===== src/rtl/ram_arb_pkg.sv =====
// ram_arb_pkg: shared types and constants for the RAM port arbiter.
//   NUM_REQ  number of requesters sharing the RAM (fetch = 0, load/store = 1)
//   state_e  sequencer state: IDLE (accepting) / RESP (holding a response)
//   gid_t    grant id, names one requester
package ram_arb_pkg;

  localparam int NUM_REQ = 2;

  typedef enum logic {
    IDLE,
    RESP
  } state_e;

  typedef logic [0:0] gid_t;

endpackage


===== src/rtl/ram_arb_picker.sv =====
// ram_arb_picker: combinational winner select between the two requesters.
//   Optional macro: RAM_ARB_RR_EN
//     defined   -> round-robin, the preferred port is named by ptr
//     undefined -> fixed priority, port 0 always wins, ptr is ignored
// Ports:
//   req_valid  in   per-requester request valid
//   ptr        in   current priority pointer (preferred port)
//   grant      out  one-hot grant, all zero when nobody requests
//   gid        out  index of the granted port
//   any        out  at least one request is pending
//   ptr_next   out  pointer value to load when the grant is taken
module ram_arb_picker
  import ram_arb_pkg::*;
(
  input  logic [NUM_REQ-1:0] req_valid,
  input  gid_t               ptr,
  output logic [NUM_REQ-1:0] grant,
  output gid_t               gid,
  output logic               any,
  output gid_t               ptr_next
);

  always_comb begin
    // NOTE: every output gets a value before any branch, so no path through
    // this block can leave a signal unassigned and infer a latch.
    grant    = '0;
    gid      = '0;
    ptr_next = '0;
    any      = |req_valid;
`ifdef RAM_ARB_RR_EN
    // Only a genuine conflict consults the pointer; a lone requester wins.
    if (req_valid == 2'b11) gid = ptr;
    else                    gid = req_valid[0] ? 1'b0 : 1'b1;
    // Prefer the port that just lost (or did not ask) on the next conflict.
    ptr_next = ~gid;
`else
    gid = req_valid[0] ? 1'b0 : 1'b1;
`endif
    if (any) grant[gid] = 1'b1;
  end

`ifndef RAM_ARB_RR_EN
  // Fixed priority never looks at the pointer.
  logic unused_ptr;
  assign unused_ptr = ^ptr;
`endif

endmodule


===== src/rtl/ram_port_arbiter.sv =====
// ram_port_arbiter: shares one single-port RAM between instruction fetch
// (port 0) and data load/store (port 1). Each grant performs exactly one RAM
// access in the accept cycle, registers the read data (zero for writes) and
// holds it as a response to the granted port until it is taken.
// Accept and response never overlap: at most one access every two cycles.
// Optional macro: RAM_ARB_RR_EN selects round-robin arbitration (see picker).
// Ports:
//   clk, reset        clock, synchronous active-high reset
//   req_valid/ready   per-port request handshake (bit n = port n)
//   req_addr/wdata/wmask/wen  per-port request fields, port n in slice n
//   resp_valid/ready  per-port response handshake
//   resp_rdata        response data, shared, qualified by resp_valid
//   ram_en/addr/wdata/wmask/wen  RAM access, zero outside an accept cycle
//   ram_rdata         RAM read data, combinational from ram_en/ram_addr
module ram_port_arbiter
  import ram_arb_pkg::*;
#(
  parameter int ADDR_W = 64,
  parameter int DATA_W = 64
) (
  input  logic                        clk,
  input  logic                        reset,
  input  logic [NUM_REQ-1:0]          req_valid,
  output logic [NUM_REQ-1:0]          req_ready,
  input  logic [NUM_REQ*ADDR_W-1:0]   req_addr,
  input  logic [NUM_REQ*DATA_W-1:0]   req_wdata,
  input  logic [NUM_REQ*DATA_W/8-1:0] req_wmask,
  input  logic [NUM_REQ-1:0]          req_wen,
  output logic [NUM_REQ-1:0]          resp_valid,
  input  logic [NUM_REQ-1:0]          resp_ready,
  output logic [DATA_W-1:0]           resp_rdata,
  output logic                        ram_en,
  output logic [ADDR_W-1:0]           ram_addr,
  output logic [DATA_W-1:0]           ram_wdata,
  output logic [DATA_W/8-1:0]         ram_wmask,
  output logic                        ram_wen,
  input  logic [DATA_W-1:0]           ram_rdata
);

  localparam int MASK_W = DATA_W / 8;

  state_e               state_q, state_d;
  gid_t                 gid_q;
  gid_t                 ptr_q, ptr_d;
  logic [DATA_W-1:0]    rdata_q;
  logic [NUM_REQ-1:0]   pick_grant;
  gid_t                 pick_gid;
  logic                 pick_any;
  logic                 accept;

  ram_arb_picker u_picker (
    .req_valid (req_valid),
    .ptr       (ptr_q),
    .grant     (pick_grant),
    .gid       (pick_gid),
    .any       (pick_any),
    .ptr_next  (ptr_d)
  );

  always_comb begin
    state_d    = state_q;
    accept     = 1'b0;
    req_ready  = '0;
    resp_valid = '0;
    ram_en     = 1'b0;
    ram_wen    = 1'b0;
    ram_addr   = '0;
    ram_wdata  = '0;
    ram_wmask  = '0;
    unique case (state_q)
      IDLE: begin
        if (pick_any) begin
          accept    = 1'b1;
          req_ready = pick_grant;
          ram_en    = 1'b1;
          ram_wen   = req_wen[pick_gid];
          ram_addr  = req_addr[int'(pick_gid)*ADDR_W +: ADDR_W];
          ram_wdata = req_wdata[int'(pick_gid)*DATA_W +: DATA_W];
          ram_wmask = req_wmask[int'(pick_gid)*MASK_W +: MASK_W];
          state_d   = RESP;
        end
      end
      RESP: begin
        resp_valid[gid_q] = 1'b1;
        if (resp_ready[gid_q]) state_d = IDLE;
      end
      default: state_d = IDLE;
    endcase
  end

  // NOTE: state registers use non-blocking assignment so every flop samples
  // pre-edge values; blocking here would let one register see another's update.
  always_ff @(posedge clk) begin
    if (reset) begin
      state_q <= IDLE;
      gid_q   <= '0;
      ptr_q   <= '0;
      rdata_q <= '0;
    end else begin
      state_q <= state_d;
      if (accept) begin
        gid_q   <= pick_gid;
        // Constant zero under fixed priority, so the register folds away.
        ptr_q   <= ptr_d;
        rdata_q <= ram_wen ? '0 : ram_rdata;
      end
    end
  end

  // Stays valid after the handshake but is only meaningful under resp_valid.
  assign resp_rdata = rdata_q;

  // Requester protocol: a pending request stays up with frozen fields.
  for (genvar n = 0; n < NUM_REQ; n++) begin : g_proto
    a_hold_valid : assert property (@(posedge clk) disable iff (reset)
      req_valid[n] && !req_ready[n] |=> req_valid[n]);
    a_hold_fields : assert property (@(posedge clk) disable iff (reset)
      req_valid[n] && !req_ready[n] |=>
        $stable(req_addr[n*ADDR_W +: ADDR_W]) &&
        $stable(req_wdata[n*DATA_W +: DATA_W]) &&
        $stable(req_wmask[n*MASK_W +: MASK_W]) &&
        $stable(req_wen[n]));
  end

  a_one_ready : assert property (@(posedge clk) disable iff (reset)
    $onehot0(req_ready));

endmodule

===== config.mk =====
export PLATFORM = sky130hd
export DESIGN_NAME = ram_port_arbiter
export DESIGN_NICKNAME = d
export VERILOG_FILES = /design/src/rtl/ram_arb_pkg.sv /design/src/rtl/ram_arb_picker.sv /design/src/rtl/ram_port_arbiter.sv
export SDC_FILE = /design/constraint.sdc
export NUM_CORES = 1
export LEC_CHECK = 0
export CAP_MARGIN = 10
export CORE_AREA = 10 10 203 205
export CTS_BUF_LIST = sky130_fd_sc_hd__clkbuf_4
export DETAILED_ROUTE_END_ITERATION = 10
export DIE_AREA = 0 0 213 215
export GPL_TIMING_DRIVEN = 0
export PLACE_DENSITY = 0.54
export SETUP_SLACK_MARGIN = 0.4
export SLEW_MARGIN = 20
export SYNTH_ARGS = -nofsm -noshare
export SYNTH_HDL_FRONTEND = slang
export SYNTH_HIERARCHICAL = 1
export SYNTH_SLANG_ARGS = --single-unit

===== constraint.sdc =====
create_clock -name clk -period 1.8 [get_ports clk]
set_input_delay 0.36 -clock clk [delete_from_list [all_inputs] [get_ports clk]]
set_output_delay 0.36 -clock clk [all_outputs]
set_load 0.01 [all_outputs]

# Word level (Yosys, flattened, before mapping)
# Index checks and enable logic that the tools add are counted.
# W data, S select, Z words.
# word_totals
reg_bits	66
out_inout_bits	206
wordCells	39
# op_classes
order_cmp	4
n_shift	3
mux	25
n_bitwise	1
n_reduce_logical	3
# ops
op	count
$mux W64	5
$shiftx A128 B8 Y64	2
$mux W8	2
$shiftx A16 B5 Y8	1
$mux W1	12
$mux W2	3
$lt A1 B2 Y1 const B	2
$demux W1 S1	2
$ge A1 B1 Y1 const B	2
$logic_and A1 B1 Y1	2
$pmux W1 S2	1
$reduce_or A2 Y1	1
$not A1 Y1	1

# Longest topological paths before layout
# depth
word_depth	7
ltp_mapped	7

# Cells and area by module
# The synthesis kept the hierarchy.
# modules_own_cells
mod	instances	cells_per_inst	area_per_inst_um2	seq_area_each_um2
ram_port_arbiter	1	467	4150.2	1341.3
ram_arb_picker	1	6	31.3	0.0

# Least setup slack after synthesis
# Ideal clock, no wire load.
# synth_path
kind	input port to output port
start	in req_valid[1]
end	out ram_wdata[53]
arrival_ns	1.333
required_ns	1.440
slack_ns	0.107
cell_stages	6
n_path_buf	3
cell_sequence	or2_1 -> nand2b_1 -> buf_4 -> buf_2 -> buf_1 -> nor2_1
# synth_between
elab_chain_cells	3
# synth_lines
element	line_no	rtl
start, declared	ram_port_arbiter.sv:23	input logic [NUM_REQ-1:0] req_valid,
$reduce_or A2 Y1	ram_arb_picker.sv:29	any = |req_valid;
$mux W64	ram_port_arbiter.sv:72	if (pick_any) begin
$mux W64	ram_port_arbiter.sv:70	unique case (state_q)
end, declared	ram_port_arbiter.sv:34	output logic [DATA_W-1:0] ram_wdata,
# No other way between the ends.

# Final worst setup path
# layout_path
start	reg state_q
end	out ram_addr[48]
# layout_between
elab_chain_cells	1
# layout_lines
element	line_no	rtl
start, declared	ram_port_arbiter.sv:42	state_e state_q, state_d;
start signal, assigned	ram_port_arbiter.sv:100	state_q <= state_d;
$mux W64	ram_port_arbiter.sv:70	
end, declared	ram_port_arbiter.sv:33	output logic [ADDR_W-1:0] ram_addr,
# No other way between the ends.

==> impl_results.rst <==
.. list-table::
   :header-rows: 1

   * - Metric
     - Value
   * - Max capacitance violation total
     - 0
   * - Clock tree skew after final layout
     - 0.0110 ns
   * - CTS root buf
     - sky130_fd_sc_hd__clkbuf_4
   * - DR vias/cell
     - 3.92
   * - Total Die Area
     - 45800 µm²
   * - Highest net fanout along the worst path
     - 6
   * - Synthesized Nets
     - 811
   * - Utilization of the core after routing
     - 0.337
   * - Flip-flop and latch area
     - 1330 µm²
   * - Class of the most critical setup path
     - flip-flop to output port
   * - Data required time at the worst endpoint
     - 1.44 ns
   * - Crit share post-route
     - 1.21
   * - Layout-stage area growth over the synthesis result
     - 203%
   * - Setup repair after global routing missed its margin
     - true
   * - Pin count of the biggest net entering global routing
     - 13
   * - Number of slew-limit violations in the final report
     - 0
   * - Initial standard-cell utilization of the core
     - 0.111
   * - Number of nets still failing antenna checks after routing
     - 0
   * - Standard cell core area
     - 37200 µm²
   * - Avg Cell Area, Syn
     - 8.86 µm²
   * - Status
     - complete, but fails checks
   * - Antenna violations before repair
     - 11
   * - Final hold slack
     - 0.481 ns
   * - Worst setup slack after layout
     - -0.371 ns
   * - Insertion delay of the later-clocked pin in the worst-skew pair
     - 0.43 ns
   * - Buffers plus inverters on the worst setup path
     - 5
   * - Global Route Usage Sum
     - 0.149
   * - Maximum clock rate
     - 461 MHz
   * - Number of global-route vias before repair
     - 6348
   * - Final nets
     - 1426
   * - Cell row count
     - 71
   * - Final setup violation count
     - 140
   * - Wirelength, routed
     - 37500 µm
   * - Areal power density over the cells
     - 509 nW/µm²
   * - Peak supply drop
     - 426 µV
   * - GR Overflow Total
     - 0
   * - Violations in the final reports
     - negative setup slack
   * - Wire length of the first global-routing pass
     - 49200 µm
   * - Num CTS Buffers
     - 9
   * - Sort of element at the end of the critical path
     - output port
   * - Critical-path cell list
     - nand2b_4 -> buf_12 -> buf_6 -> clkbuf_16 -> bufbuf_16 -> nor2_2 -> buf_2
   * - DRC violation count after routing
     - 0
   * - Setup WS pre-CTS
     - -1.23 ns
   * - Category of the worst setup path launch point
     - flip-flop
   * - Number of endpoints with negative hold slack in the final report
     - 0
   * - Clock tree from TritonCTS
     - built
   * - Family of cells with the greatest summed delay on the critical path
     - buffers and inverters
   * - Die X-Extent
     - 213 µm
   * - Share of final-layout standard cells stronger than drive strength 1
     - 0.419
   * - Min-Delay Startpoint
     - resp_rdata[20]
   * - Area occupied by multi-input gates
     - 3560 µm²
   * - Clock sinks
     - 66
   * - Placed instance count
     - 1490
   * - Clock-pin slew on the worst setup and hold paths
     - 0.13 ns
   * - Crit path time final
     - 2.17 ns
   * - Number of port buffers
     - 549
   * - Hold buffer count at cts
     - 0
   * - Routed via count
     - 6154
   * - Number of warnings issued by yosys
     - 6
   * - Violation count after the first detailed-route iteration
     - 166
   * - Cell count after synthesis
     - 467
   * - HP Class
     - flip-flop to flip-flop
   * - Largest stage delay on the critical path
     - 0.34 ns
   * - Total leakage power
     - 5.65 nW
   * - Cell area after technology mapping
     - 4140 µm²
   * - Tightest slew margin relative to the limit
     - 0.703
   * - Boundary Pins
     - 550
   * - Largest buffer count on any clock path
     - 2
   * - Detailed-routing iteration count for the pre-antenna-repair pass
     - 4
   * - Worst Tran Pin Value
     - 0.432 ns
   * - Arrival time reported for the critical path endpoint
     - 1.81 ns
   * - Die height
     - 215 µm
   * - Final HPWL from detailed placement
     - 31100 µm
   * - Fillers
     - 3852
   * - Startpoint of the worst setup timing path
     - state_q
   * - Final cell count without fillers
     - 1570
   * - Placer Congestion
     - 0.940
   * - Critical Path Slowest Stage Cell
     - sky130_fd_sc_hd__dfxtp_2
   * - Worst r2r src
     - state_q
   * - DR WL/cell
     - 23.9 µm
   * - CTS H-tree depth
     - 3
[final cells by class]
| cell class | instances | area share |
|---|---|---|
| clock inverter | 6 | 0.00728 |
| multi-input combinational | 353 | 0.284 |
| clock buffer | 10 | 0.00599 |
| antenna | 9 | 0.00180 |
| timing repair buffer | 604 | 0.490 |
| buffer | 46 | 0.0558 |
| tap | 474 | 0.0473 |
| inverter | 2 | 0.00219 |
| sequential | 66 | 0.106 |
[state kept, by name, summed over array words and instances, names as in the netlist]
| name | count |
|---|---|
| resp_rdata | 64 |
| gid_q | 1 |
| state_q | 1 |
[stage by stage]
stage | setup TNS [ns] | instance area [µm²] | power [mW]
finish | -34.32 | 12500 | 6.39
global route | -48.79 | 12500 | 6.72
CTS | -44.02 | 11200 | 5.94
detailed placement | -173.48 | 10400 | 4.39
global placement | -168.89 | 10400 | 4.39
floorplan | 0 | 4360 | 2.54
[worst register-to-register path: cells and delay by family (launching register included)]
family / cells / cell delay (ns)
flops: 1 / 0.34
simple gates: 2 / 0.41
compound gates: 1 / 0.14
buf+inv: 6 / 0.87
[per-layer routing]
| layer | track usage | up-vias | wire length [µm] |
|---|---|---|---|
| li1 | - | 2901 | - |
| met1 | 0.144 | 2895 | 12500 |
| met2 | 0.267 | 322 | 19700 |
| met3 | 0.0744 | 36 | 4490 |
| met4 | 0.0531 | 0 | 733 |
| met5 | 0 | - | 0 |
[worst paths after layout]
| kind | to | slack (ns) | cells after the start |
|---|---|---|---|
| hold / removal | resp_rdata[20] | 0.48 | 1 |
| setup / recovery | ram_addr[48] | -0.37 | 7 |
| hold reg to reg | resp_rdata[20] | 0.48 | 1 |
| setup reg to reg | resp_rdata[57] | 0.01 | 9 |
[placed cells by master (no fill, tap or decap)]
cell type and n:
sky130_fd_sc_hd__clkdlybuf4s50_1 341, sky130_fd_sc_hd__a22o_1 64, sky130_fd_sc_hd__mux2i_1 110, sky130_fd_sc_hd__dlymetal6s2s_1 24
sky130_fd_sc_hd__mux2i_4 16, sky130_fd_sc_hd__clkbuf_4 12, sky130_fd_sc_hd__a21oi_1 2, sky130_fd_sc_hd__nand2_1 2
sky130_fd_sc_hd__inv_8 1, sky130_fd_sc_hd__dfxtp_1 62, sky130_fd_sc_hd__dlygate4sd2_1 1, sky130_fd_sc_hd__and2_4 3
sky130_fd_sc_hd__nor2_1 22, sky130_fd_sc_hd__clkinv_8 1, sky130_fd_sc_hd__buf_6 127, sky130_fd_sc_hd__nor2b_1 2
sky130_fd_sc_hd__buf_4 11, sky130_fd_sc_hd__clkbuf_2 40, sky130_fd_sc_hd__clkbuf_1 1, sky130_fd_sc_hd__diode_2 9
sky130_fd_sc_hd__nor2_2 24, sky130_fd_sc_hd__clkbuf_16 13, sky130_fd_sc_hd__dfxtp_2 4, sky130_fd_sc_hd__buf_8 13
sky130_fd_sc_hd__or2_1 1, sky130_fd_sc_hd__nand2b_4 1, sky130_fd_sc_hd__clkinv_4 3, sky130_fd_sc_hd__bufbuf_16 2
sky130_fd_sc_hd__mux2i_2 12, sky130_fd_sc_hd__buf_2 49, sky130_fd_sc_hd__nor3b_4 1, sky130_fd_sc_hd__buf_16 5
sky130_fd_sc_hd__buf_12 21, sky130_fd_sc_hd__nor2_4 93, sky130_fd_sc_hd__clkinv_2 1, sky130_fd_sc_hd__bufinv_16 2
[report_power, final]
group / total [mW] / switching, mW / leakage, nW / internal [mW]
clock network: 1.18 / 0.599 / 0.0906 / 0.583
logic: 3.61 / 1.49 / 5.02 / 2.13
registers: 1.59 / 0.0469 / 0.541 / 1.55
total: 6.39 / 2.13 / 5.65 / 4.26
[timing repair]
| item | CTS | global route |
|---|---|---|
| setup buffers | 23 | 14 |
| endpoints found under the setup margin | 271 | 270 |
| pin swaps | 36 | 56 |
| gates resized for setup | 768 | 408 |
| gates cloned | 8 | 10 |
(Power assumes the default switching activity.)
